===== src/rtl/timer_counter_pkg.sv =====
// timer_counter_pkg: shared constants for the countdown timer on the peripheral bridge.
// Holds register offsets, CTRL bit positions, mode codes, FSM encodings and the HWInt slot.
// Also a byte-merge helper used for byte-enabled register writes (TC_BYTE_WE_EN builds).
package timer_counter_pkg;

  localparam int TC_DATA_W = 32;

  // Register offsets, decoded from Addr[3:2]
  localparam logic [1:0] TC_CTRL   = 2'd0;
  localparam logic [1:0] TC_PRESET = 2'd1;
  localparam logic [1:0] TC_COUNT  = 2'd2;

  // CTRL bit positions
  localparam int CTRL_EN_BIT   = 0;
  localparam int CTRL_MODE_LSB = 1;
  localparam int CTRL_MODE_MSB = 2;
  localparam int CTRL_IM_BIT   = 3;

  // Mode codes; 2'b10 and 2'b11 decode as one-shot
  localparam logic [1:0] TC_MODE_ONESHOT = 2'b00;
  localparam logic [1:0] TC_MODE_AUTO    = 2'b01;

  // HWInt bit the bridge wires this timer's IRQ onto
  localparam int TC_HWINT_BIT = 2;

  typedef enum logic [1:0] {
    TC_ST_IDLE = 2'd0,
    TC_ST_LOAD = 2'd1,
    TC_ST_CNT  = 2'd2,
    TC_ST_INT  = 2'd3
  } tc_state_e;

  // Replace only the bytes of old_val whose enable bit is set
  function automatic logic [31:0] tc_byte_merge(input logic [31:0] old_val,
                                                input logic [31:0] new_val,
                                                input logic [3:0]  be);
    logic [31:0] r;
    r = old_val;
    for (int i = 0; i < 4; i++) begin
      if (be[i]) r[8*i +: 8] = new_val[8*i +: 8];
    end
    return r;
  endfunction

endpackage


===== src/rtl/timer_counter_if.sv =====
// timer_counter_if: bridge-side register bus plus interrupt line of the timer.
// Ports: Addr[31:2], WE, Din (bridge -> timer); Dout, IRQ (timer -> bridge/CP0).
// Optional TC_BYTE_WE_EN adds BE[3:0] byte enables driven by the bridge.
interface timer_counter_if;
  import timer_counter_pkg::*;

  logic [31:2]          Addr;
  logic                 WE;
  logic [TC_DATA_W-1:0] Din;
  logic [TC_DATA_W-1:0] Dout;
  logic                 IRQ;
`ifdef TC_BYTE_WE_EN
  logic [3:0]           BE;
`endif

  modport master (
    output Addr, WE, Din,
`ifdef TC_BYTE_WE_EN
    output BE,
`endif
    input  Dout, IRQ
  );

  modport slave (
    input  Addr, WE, Din,
`ifdef TC_BYTE_WE_EN
    input  BE,
`endif
    output Dout, IRQ
  );

endinterface


===== src/rtl/timer_counter.sv =====
// timer_counter: memory-mapped countdown timer; IRQ feeds one CP0 HWInt bit.
// Ports: clk, reset (synchronous, active-high), bus (slave): Addr/WE/Din in, Dout/IRQ out.
// Latency: writes land on the strobed edge, Dout/IRQ are combinational; no backpressure.
// Optional TC_BYTE_WE_EN: CTRL/PRESET writes honour bus.BE; default build does full-word writes.
module timer_counter
  import timer_counter_pkg::*;
#(
  parameter logic [31:0] RESET_PRESET = 32'h0000_0000
) (
  input  logic           clk,
  input  logic           reset,
  timer_counter_if.slave bus
);

  logic [3:0]  ctrl_q;
  logic [31:0] preset_q;
  logic [31:0] count_q;
  logic [31:0] count_d;
  logic        irq_flag_q;
  tc_state_e   state_q;
  tc_state_e   state_d;

  logic [3:0]  be;
  logic [1:0]  reg_sel;
  logic        wr_ctrl;
  logic        wr_preset;
  logic        wr_clears;
  logic        enable;
  logic        auto_mode;
  logic        set_irq;
  logic        auto_clr;
  logic        en_clr;

`ifdef TC_BYTE_WE_EN
  assign be = bus.BE;
`else
  assign be = 4'hF;
`endif

  // Only Addr[3:2] are decoded; the upper word-address bits are don't-care
  logic unused_addr;
  assign unused_addr = ^bus.Addr[31:4];

  assign reg_sel   = bus.Addr[3:2];
  assign wr_ctrl   = bus.WE && (reg_sel == TC_CTRL);
  assign wr_preset = bus.WE && (reg_sel == TC_PRESET);
  // An all-zero byte-enable write touches nothing, so it must not ack the interrupt
  assign wr_clears = (wr_ctrl || wr_preset) && (be != 4'h0);
  assign enable    = ctrl_q[CTRL_EN_BIT];
  assign auto_mode = (ctrl_q[CTRL_MODE_MSB:CTRL_MODE_LSB] == TC_MODE_AUTO);

  always_comb begin
    state_d  = state_q;
    count_d  = count_q;
    set_irq  = 1'b0;
    auto_clr = 1'b0;
    en_clr   = 1'b0;
    case (state_q)
      TC_ST_IDLE: begin
        if (enable) state_d = TC_ST_LOAD;
      end
      TC_ST_LOAD: begin
        count_d = preset_q;
        state_d = TC_ST_CNT;
      end
      TC_ST_CNT: begin
        if (!enable) begin
          state_d = TC_ST_IDLE;
        end else if (count_q > 32'd1) begin
          count_d = count_q - 32'd1;
        end else begin
          // PRESET of 0 lands here on the first count cycle, same as PRESET of 1
          count_d = 32'd0;
          set_irq = 1'b1;
          state_d = TC_ST_INT;
        end
      end
      TC_ST_INT: begin
        state_d = TC_ST_IDLE;
        if (auto_mode) auto_clr = 1'b1;
        else           en_clr   = 1'b1;
      end
      default: state_d = TC_ST_IDLE;
    endcase
  end

  always_ff @(posedge clk) begin
    if (reset) begin
      ctrl_q     <= 4'h0;
      preset_q   <= RESET_PRESET;
      count_q    <= 32'd0;
      irq_flag_q <= 1'b0;
      state_q    <= TC_ST_IDLE;
    end else begin
      state_q <= state_d;
      count_q <= count_d;

      // A software CTRL write overrides the one-shot auto-disable on the same edge
      if (wr_ctrl && be[0]) ctrl_q <= bus.Din[3:0];
      else if (en_clr)      ctrl_q[CTRL_EN_BIT] <= 1'b0;

      if (wr_preset) preset_q <= tc_byte_merge(preset_q, bus.Din, be);

      // Setting takes priority over a same-edge ack so an interrupt is never dropped
      if (set_irq)                    irq_flag_q <= 1'b1;
      else if (wr_clears || auto_clr) irq_flag_q <= 1'b0;
    end
  end

  always_comb begin
    bus.Dout = 32'd0;
    case (reg_sel)
      TC_CTRL:   bus.Dout = {28'd0, ctrl_q};
      TC_PRESET: bus.Dout = preset_q;
      TC_COUNT:  bus.Dout = count_q;
      default:   bus.Dout = 32'd0;
    endcase
  end

  assign bus.IRQ = irq_flag_q & ctrl_q[CTRL_IM_BIT];

endmodule


===== src/flat_wrapper.sv =====
// flat-port wrapper written by rule: the top's interface ports become plain ports
module timer_counter_flat import timer_counter_pkg::*;
#(
  parameter logic [31:0] RESET_PRESET = 32'h0000_0000
)
  (clk, reset, bus_Addr, bus_WE, bus_Din, bus_Dout, bus_IRQ);
  timer_counter_if bus_i ();
  input  logic clk;
  input  logic reset;
  input wire logic [$bits(bus_i.Addr)-1:0] bus_Addr;
  input wire logic [$bits(bus_i.WE)-1:0] bus_WE;
  input wire logic [$bits(bus_i.Din)-1:0] bus_Din;
  output wire logic [$bits(bus_i.Dout)-1:0] bus_Dout;
  output wire logic [$bits(bus_i.IRQ)-1:0] bus_IRQ;
  assign bus_i.Addr = bus_Addr;
  assign bus_i.WE = bus_WE;
  assign bus_i.Din = bus_Din;
  assign bus_Dout = bus_i.Dout;
  assign bus_IRQ = bus_i.IRQ;
  timer_counter #(.RESET_PRESET(RESET_PRESET)) u_core (.clk(clk), .reset(reset), .bus(bus_i));
endmodule

===== config.mk =====
export PLATFORM = sky130hd
export DESIGN_NAME = timer_counter_flat
export DESIGN_NICKNAME = d
export VERILOG_FILES = /design/src/rtl/timer_counter_pkg.sv /design/src/rtl/timer_counter_if.sv /design/src/rtl/timer_counter.sv /design/src/flat_wrapper.sv
export SDC_FILE = /design/constraint.sdc
export NUM_CORES = 1
export LEC_CHECK = 0
export CORE_MARGIN = 3
export CORE_UTILIZATION = 50
export CTS_CLUSTER_DIAMETER = 100
export DETAILED_ROUTE_END_ITERATION = 6
export GPL_ROUTABILITY_DRIVEN = 0
export PLACE_DENSITY_LB_ADDON = 0.1
export SLEW_MARGIN = 15
export SYNTH_ARGS = -nofsm -noshare
export SYNTH_HDL_FRONTEND = slang
export SYNTH_SLANG_ARGS = --single-unit

===== constraint.sdc =====
create_clock -name clk -period 3.4 [get_ports clk]
set_clock_uncertainty 0.2 [all_clocks]
set_input_delay 0.68 -clock clk [delete_from_list [all_inputs] [get_ports clk]]
set_output_delay 0.68 -clock clk [all_outputs]
set_load 0.005 [all_outputs]

# Word level (Yosys, flattened, before mapping)
# Cells that the tools add are included.
totals:
  reg_bits: 71
op_classes:
  n_lt_le_gt_ge: 1
  eq_ne: 9
  n_addsub: 1
  n_bitwise: 1
  n_reduce_logical: 11
  muxes: 19
op_table:
  columns: ["operator", "n"]
  rows:
  - ["$pmux 32 s3", 1]
  - ["$mux 32", 2]
  - ["$pmux 32 s2", 1]
  - ["$gt 32x1->1 const B", 1]
  - ["$sub 32x1->32 const B", 1]
  - ["$mux 1", 11]
  - ["$pmux 2 s4", 1]
  - ["$eq 2x1->1 const B", 3]
  - ["$eq 2x2->1 const B", 3]
  - ["$mux 2", 3]
  - ["$reduce_bool 2->1", 3]
  - ["$logic_not 2->1", 2]
  - ["$ne 2x1->1 const B", 2]
  - ["$reduce_and 2->1", 2]
  - ["$ne 3x3->1 const B", 1]
  - ["$logic_and 1x1->1", 2]
  - ["$logic_or 1x1->1", 2]
  - ["$and 1x1->1", 1]

# Logic depth before layout (Yosys ltp)
logic_depth:
  depth_word: 6
  mapped_depth: 8
  depth_no_buf: 7

# Worst setup path before layout
# No wires, ideal clock.
synth_timing:
  kind: "in2out"
  from: "input port bus_Addr[0]"
  to: "output port bus_Dout[10]"
  path_stages: 5
  required_ns: 2.520
  arrival_time_ns: 1.934
  slack_ns: 0.586
  cell_sequence: "clkbuf_1 -> nor2b_1 -> clkbuf_1 -> clkbuf_1 -> a22o_1"
synth_via:
  elab_chain_len: 2
synth_rtl:
  columns: ["item", "line", "text"]
  rows:
  - ["start: declaration", "flat_wrapper.sv:10", "input wire logic [$bits(bus_i.Addr)-1:0] bus_Addr;"]
  - ["$eq 2x2->1 (tied with other cells)", "timer_counter.sv:112", "case (reg_sel)"]
  - ["$pmux 32 s3 (*)", "timer_counter.sv:112", null]
  - ["end: declaration", "flat_wrapper.sv:13", "output wire logic [$bits(bus_i.Dout)-1:0] bus_Dout;"]
# Mark *: on every way between the ends. The rest lies on a longest branch, timed or not.

# Worst setup path after layout
layout_timing:
  from: "input port bus_Addr[1]"
  to: "output port bus_Dout[0]"
# Same word-level chain as after synthesis.

==> reports/qor.yml <==
outcome: "complete, no violations"
grt_pass1_vias: 4082
grt_overflow: 0
area_delta_synth_final_pct: 24.5
drt-initial-drc-count: 311
synth-async-reset-ratio_pct: 0
row_count: 32
finalWirelength_um: 12100
slowest_stage: "clkdlybuf4s50_1"
postCtsHoldBufs: 0
yosysSeqAreaShare_pct: 34.6
worstSetupStartpointType: "input port"
grt_max_degree: 33
synth_nets: 611
mostFrequentLayoutCell: "nand2_1"
clk_pin_slew_worst_paths_ns: 0.08
portBuffers: 69
drive_gt1_share_pct: 8.49
slowest_delay_ns: 0.59
post-route-min-period_ns: 3.30
clk_path_buf_depth: 2
worst_path_most_repeated_cell: "clkdlybuf4s50_1"
yosys_warnings: 0
synth_seq_cells: 71
clock_latency_ns: 0.35
rsz0062_at_grt: "no"
cts.sinks: 71
die_area_um2: 9330
synth.avg_cell_area_um2: 7.54
vias: 4364
setup_tns_ns: 0
die_w_um: 96.6
fmax_mhz: 303
postCtsSetupRepairBufs: 0
drc: 0
cts_inserted_buffers: 9
htreeDepth: 3
crit_required_ns: 2.52
viasPerCell: 6.21
p_per_area_nw_per_um2: 398
track_usage_pct: 27.4
wl_per_cell_um: 17.3
placed_area_um2: 4890
syn-cell-area_um2: 4100
nFillCells: 717
worstPathArrival_ns: 2.42
slew_headroom_pct: 46.9
p_leak_nw: 1.80
crit_path_end_kind: "output pin"
synth_edf_count: 0
hold_viol_final: 0
crit_chain: "clkdlybuf4s50_1 -> nor2b_2 -> buf_12 -> nand2_1 -> o21ai_0 -> clkdlybuf4s50_1"
max_cap_viol_count: 0
ir_drop_mv: 0.222
synth_xor_area_share_pct: 0.213
cts_resized: 0
setup_viol: 0
synth_ff_type: "dfxtp_1"
nets: 663
netlist_instances: 544
synthSimpleGateAreaFrac_pct: 25.8
antenna_found_initial: 0
worst_hold_path_type: "reg -> reg"
ys_types: 51
final_cell_mix: "nand2_1, dfxtp_1, clkdlybuf4s50_1"
synth_mux_area_share_pct: 1.71
worst_pin_slew_ns: 0.796
crit_fanout: 32
ant_nets: 0
drv_slew: 0
final_area_um2: 5110
hpwl_um: 8010
timing.final.crit_share_pct: 97.1
worstSetupPathType: "in -> out"
firstDrtPassIters: 5
start_util_pct: 52.3
root_buffer: "clkbuf_8"
synth_compound_area_share_pct: 31.2
synth_top_family_by_area: "compound AO/OA/AOI/OAI gates"
cts_tree: "yes"
grt_pass1_wl_um: 20000
die_height_um: 96.6
synth_fa_ha_area_share_pct: 0.610
diodes: 0
io_pins: 98
fp.coreArea_um2: 7850
through the flow:
step	std cells	util [%]	hold WS, ns	setup slack (ns)	total power, mW
floorplan	544	-	0.246	0.586	1.13
global placement	687	62.3	0.261	0.116	1.27
detailed placement	687	62.3	0.264	0.0983	1.28
CTS	703	65.1	0.276	0.0976	2.04
global route	703	65.1	0.300	0.0105	2.12
finish	703	65.1	0.271	0.0994	2.03
registers in the layout, summed over array words and instances, names as in the netlist:
name,cells
u_core.state_q,2
u_core.irq_flag_q,1
u_core.preset_q,32
u_core.count_q,32
u_core.ctrl_q,4
cells in the mapped netlist (all sizes together), types with 8 or more instances:
master | count | share of area, %
nand2 | 87 | 8.0
dfxtp | 71 | 35
a21oi | 63 | 7.7
o21ai | 46 | 5.6
clkbuf | 36 | 3.3
nor2 | 30 | 2.7
a22o | 28 | 6.0
a211oi | 19 | 3.5
nand3 | 17 | 2.1
nor4 | 17 | 4.0
nand4 | 15 | 2.4
inv | 12 | 1.1
buf | 10 | 1.4
a31oi | 8 | 1.2
or4 | 8 | 1.6
area by class of cell:
cell class	count	area (um2)	area share (%)
Multi-Input combinational cell	415	2450	47.9
Sequential cell	71	1420	27.8
Timing Repair Buffer	87	846	16.6
Clock buffer	10	138	2.69
Tap cell	102	128	2.50
Clock inverter	6	83.8	1.64
Inverter	12	45.0	0.882
critical path: cells and delay by family:
| kind | cells | cell delay (ns) |
|---|---|---|
| AOI/OAI and AO/OA | 1 | 0.09 |
| buffers and inverters | 3 | 1.33 |
| and+or+nand+nor | 2 | 0.30 |
cells by family after synthesis:
kind of cell / after synthesis
buf+inv: 58
flops: 71
fa+ha+maj: 2
mux: 7
simple gates: 205
compound gates: 200
xor+xnor: 1
path summary, 6_finish.rpt:
path	start	endpoint	slack (ns)	depth (start not counted)
max	bus_Addr[1]	bus_Dout[0]	0.1	6
max reg2reg	u_core.count_q[15]	u_core.count_q[31]	0.78	5
min reg2reg	u_core.preset_q[4]	u_core.preset_q[4]	0.27	2
min	u_core.preset_q[4]	u_core.preset_q[4]	0.27	2
per-layer routing:
layer	track usage, %	wire (um)	up-vias
met1	36.6	5350	2058
met4	11.2	276	0
met3	3.64	664	24
met5	0	0	-
met2	44.6	5840	148
li1	-	-	2134
report_power, final:
group / leakage [nW] / total, mW / internal (mW) / switching [mW]
clock: 0.116 / 0.768 / 0.431 / 0.337
sequential: 0.575 / 0.882 / 0.853 / 0.0285
combinational: 1.11 / 0.385 / 0.154 / 0.230
No activity file was read; power rests on OpenSTA's default activity.
==> variant 1 (same flow settings) <==
Set the package constant `CTRL_MODE_MSB` to 1 (it was 2).
--- a/src/rtl/timer_counter_pkg.sv
+++ b/src/rtl/timer_counter_pkg.sv
@@ -14,5 +14,5 @@
   localparam int CTRL_EN_BIT   = 0;
   localparam int CTRL_MODE_LSB = 1;
-  localparam int CTRL_MODE_MSB = 2;
+  localparam int CTRL_MODE_MSB = 1;
   localparam int CTRL_IM_BIT   = 3;
 
Formal check against the unedited RTL: not equivalent (a bounded check fails within 10 cycles, from zero or initial values and one cycle with reset high).
==> variant 1 against the unedited design <==
- fmax about the same
- final cell count up 2.1%
- sequential cell count unchanged
- area after synthesis up 1.3%
- design area up 1.3%
- setup slack better by 0.0019 ns
- power up 0.61%
- combinational power up 7.0%
- sequential share of layout area down 0.35 points
- sequential power about the same
- routed wire length up 2.3%
==> variant 1: results (changes against the unedited design) <==
** Clock network
- The clock edge transition at the registers on the reported setup and hold paths was 0.08 ns (about the same).
- The count of instances resized after the clock tree is built came to 0 (unchanged).
- Root Buffer :: clkbuf_8
- Htree depth :: 3 (unchanged)
- The clock insertion delay at the later pin of the skew report came to 0.35 ns (about the same).
- Buffers from clock root to sink, at most :: 2 (unchanged)
- The hold buffer count at cts came to 0 (unchanged).
- The number of buffers inserted to repair setup after CTS was 0 (unchanged).
- Number of buffers inserted during clock tree synthesis :: 9 (unchanged)

** Yosys
- The sequential fraction of the synthesis area is 34.2% (-0.45 points).
- Top post-synthesis cells by count :: nand2_1 (86), dfxtp_1 (71), a21oi_1 (59), clkbuf_1 (44), nor2_1 (40)
- Synthesized Nets :: 626 (+2.5%)
- The number of distinct library cell variants in the gate-level netlist after synthesis was 54 (+5.9%).
- Top_reg_cell synth :: dfxtp_1
- Yosys synthesis warning count :: 0 (unchanged)
- After synthesis, the cell types taking the most area are dfxtp_1 (34%), nand2_1 (7.8%), a21oi_1 (7.1%).
- The async set-or-reset flop fraction in the synthesized netlist was 0% (unchanged).

** Critical path
- The startpoint identified for the worst register-to-register timing path is u_core.count_q[24].
- The worst register-to-register path ends at u_core.count_q[14].
- The highest fanout seen on the critical path is 18 (-44%).
- Largest stage delay on the critical path :: 0.57 ns (-0.02 ns)
- The register-to-register setup slack was 0.71 ns (-0.07 ns).
- The slowest stage of the critical path is the clkdlybuf4s50_1 cell.
- The arrival time at the worst endpoint came to 2.42 ns (about the same).
- Depth of the worst register-to-register path :: 6 (+1)

** GRT
- The global-route total usage across every layer is 25.9% (-1.5 points).
- Wire length of the first global-routing pass :: 20.6 mm (+3.0%)
- The remaining global-route overflow is 0 (unchanged).
- The via count of the first global-routing pass is 4,279 (+4.8%).
- Number of antenna violations at the first check in global routing :: 0 (unchanged)
- The largest net degree at the start of global routing is 64 (+94%).

** Hold path
- The tightest min-delay check is of the reg2reg type.
- In this run the most critical hold path is launched from u_core.preset_q[6].
- The worst hold path depth came to 2 (unchanged).
- The path with the worst hold slack has its endpoint at u_core.preset_q[6].

** STA
- The worst hold slack came to 0.274 ns (+0.00323 ns).
- The max-slew headroom at the worst pin is 49.0% (+2.1 points).

** Detailed routing
- Vias post-DR :: 4,550 (+4.3%)
- The number of violations reported at the end of detailed-routing iteration 0 came to 389 (+25%).
- DR WL/cell :: 17.3 um (+0.21%)
- TritonRoute pass-1 iters :: 5 (unchanged)

** Cells and area
- Share of post-route cells with drive strength above 1 :: 8.93% (+0.44 points)
- Largest registers in the final layout :: u_core.count_q x32, u_core.preset_q x32, u_core.ctrl_q x4
- ANT cells :: 0 (unchanged)
- Final net count :: 678 (+2.3%)

** Pwr
- Leakage power :: 1.86 nW (+2.8%)
- Worst VDD drop :: 0.220 mV (-0.91%)

** Outcome
- Result of the run :: finished, final reports clean

** Placed design
- Total placed instance area :: 0.00495 mm2 (+1.3%)
- The half-perimeter wire length after detailed placement came to 8.38 mm (+4.5%).
- Quantity of I/O buffers inserted on ports :: 69 (unchanged)
[variant 1: changes by cell type in the layout (fill, tap and decap cells not counted), moves of 3 or more]
cell	delta
nand3_1	+5
nor2_1	+10
and3_1	+4
a211oi_1	-6
buf_4	+5
inv_1	-4
a21oi_1	-4
o21ai_0	-8
mux2i_1	+4
nor4_4	-3
nand4_1	-3
[variant 1: logic make-up (layout without fill, tap and decap cells)]
family / count (synthesis) / in the layout / synth area share [%]
adders and majority gates: 2 / 2 / 0.602
xor gates and xnor gates: 2 / 2 / 0.422
and+or+nand+nor: 227 / 227 / 27.3
DFF: 71 / 71 / 34.2
AOI/OAI and AO/OA: 187 / 187 / 29.2
buffers and inverters: 59 / 116 / 5.63
muxes: 11 / 11 / 2.65
[variant 1: routing by layer]
layer / global-route usage, % / up-vias / routed length, um
li1: - / 2173 / -
met1: 32.9 / 2175 / 5380
met2: 44.2 / 179 / 6010
met3: 5.67 / 23 / 859
met4: 7.02 / 0 / 176
met5: 0 / - / 0
[variant 1: per-stage QoR]
stage	util, %	power, W	setup WS, ns	std cells
2_1_floorplan	-	0.00115	0.586	559
3_3_place_gp	62.8	0.00130	0.124	702
3_5_place_dp	62.8	0.00130	0.101	702
4_1_cts	65.6	0.00205	0.0966	718
5_1_grt	65.6	0.00214	0.0177	718
6_report	65.6	0.00205	0.101	718
[variant 1: worst max-delay path by stage]
stage / from / to / slack (ns) / depth (start not counted)
after floorplan: bus_Addr[0] / bus_Dout[10] / 0.59 / 5
final: bus_Addr[0] / bus_Dout[15] / 0.10 / 5
after global placement: bus_Addr[0] / bus_Dout[15] / 0.12 / 5
after global routing: bus_Addr[0] / bus_Dout[19] / 0.02 / 5
after detailed placement: bus_Addr[0] / bus_Dout[15] / 0.10 / 5
after CTS: bus_Addr[0] / bus_Dout[15] / 0.1 / 5
[variant 1: where the power goes]
part / internal [W] / total (W) / switching (W) / leakage (nW)
combinational: 0.000175 / 0.000412 / 0.000237 / 1.17
clock: 0.000414 / 0.000753 / 0.000340 / 0.105
sequential: 0.000853 / 0.000882 / 0.0000287 / 0.575
[variant 1: final cells by class]
class | count | area (um2)
fill | 734 | 2710
multi-input combinational | 429 | 2510
sequential | 71 | 1420
timing repair buffer | 91 | 863
tap | 102 | 128
clock buffer | 9 | 124
clock inverter | 7 | 97.6
inverter | 9 | 33.8
[variant 1: critical path: cells and delay by family]
family	cells	cell delay (ns)
AOI/OAI and AO/OA	1	0.20
buffers and inverters	3	1.33
and+or+nand+nor	1	0.20
==> variant 2 (same settings) <==
Without the edit above. Make the reset (`reset`) asynchronous in one clocked block.
--- a/src/rtl/timer_counter.sv
+++ b/src/rtl/timer_counter.sv
@@ -85,5 +85,5 @@
   end
 
-  always_ff @(posedge clk) begin
+  always_ff @(posedge clk or posedge reset) begin
     if (reset) begin
       ctrl_q     <= 4'h0;
Formal check against the unedited RTL: differs if reset is asserted again (counterexample within 4 cycles, from zero or initial values and one cycle with reset high); with reset held inactive, the same outputs for 4 cycles.
==> variant 2 against the unedited design <==
- first-iteration DRC count shrank 41%
- global-route usage is 3.1 points lower
- routed wire length is 15% lower
- synthesized cell count shrank 28%
- design area down 1.3%
- setup slack better by 0.074 ns
- sequential cell count is the same
- die area decreased by 2.2%
- area after synthesis is 2.4% lower
- critical path type unchanged
Power is not compared: it rests on default switching activity, and its combinational part moved more than twofold at a synthesized area within 25%.
==> variant 2: results (changes against the unedited design) <==
** Cells and area
- The count of filler cells inserted in the layout is 659 (-8.1%).
- Clock Buffer Count :: 14 (+4)
- Count of placed standard cells in the final layout, fillers left out :: 562 (-20%)
- The fraction of final layout cells with drive strength greater than 1 came to 17.4% (+8.9 points).
- The number of ordinary inverters in the final layout was 7 (-5).
- The footprint of the flip-flops and latches came to 0.00178 mm2 (+25%).
- Multi-input logic cell count :: 282 (-32%)
- Final net count :: 524 (-21%)

** Critical path
- The worst register-to-register path ends at u_core.count_q[22].
- In this run the worst setup path terminates at bus_Dout[22].
- Worst setup path startpoint :: bus_Addr[0]
- Crit path arrival time :: 2.35 ns (-0.07 ns)

** Detailed routing
- Drt initial violations :: 182 (-41%)
- The total wire length came to 10.3 mm (-15%).
- The count of vias placed by the detailed router is 3,427 (-21%).
- TritonRoute pass-1 iters :: 4 (-1)

** Yosys
- The synthesized instance count was 389 (-28%).
- Multiplexer fraction of the synthesized cell area :: 12.1% (+10 points)
- The synthesized-area fraction occupied by adder cells came to 0.625% (+0.015 points).
- The sequential fraction of the synthesis area is 44.4% (+9.7 points).
- The async set-or-reset flop fraction in the synthesized netlist was 100% (+100 points).
- The number of distinct library cell variants in the gate-level netlist after synthesis is 47 (-7.8%).

** Outcome
- The run finished with clean final reports.

** Floorplan
- Die boundary width :: 95.5 um (-1.1%)

** Placed design
- The half-perimeter wire length after detailed placement came to 7.15 mm (-11%).

** Hold path
- Depth of the worst hold-timing path :: 1 (-1)
variant 2: cell types whose count changed after synthesis, moves of 9 or more:
| cell | unedited run | this run |
|---|---|---|
| a21oi_1 | 63 | 6 |
| dfxtp_1 | 71 | 0 |
| o21ai_0 | 46 | 29 |
| nand4_1 | 14 | 2 |
| nor3_1 | 7 | 16 |
| nand3_1 | 17 | 4 |
| nor4b_1 | 0 | 9 |
| nand2_1 | 87 | 14 |
| dfrtp_1 | 0 | 71 |
| a221o_1 | 0 | 19 |
| a211oi_1 | 19 | 0 |
| clkbuf_1 | 36 | 19 |
| mux2_2 | 0 | 34 |
variant 2: per-layer routing:
layer / wire (um) / part of all wire, % / vias to the layer above / GRT usage (%)
met2: 4960 / 48 / 84 / 38.5
met5: 0 / 0 / - / 0
met4: 136 / 1.3 / 0 / 7.11
li1: - / - / 1633 / -
met3: 472 / 4.6 / 16 / 6.08
met1: 4720 / 46 / 1694 / 33.1
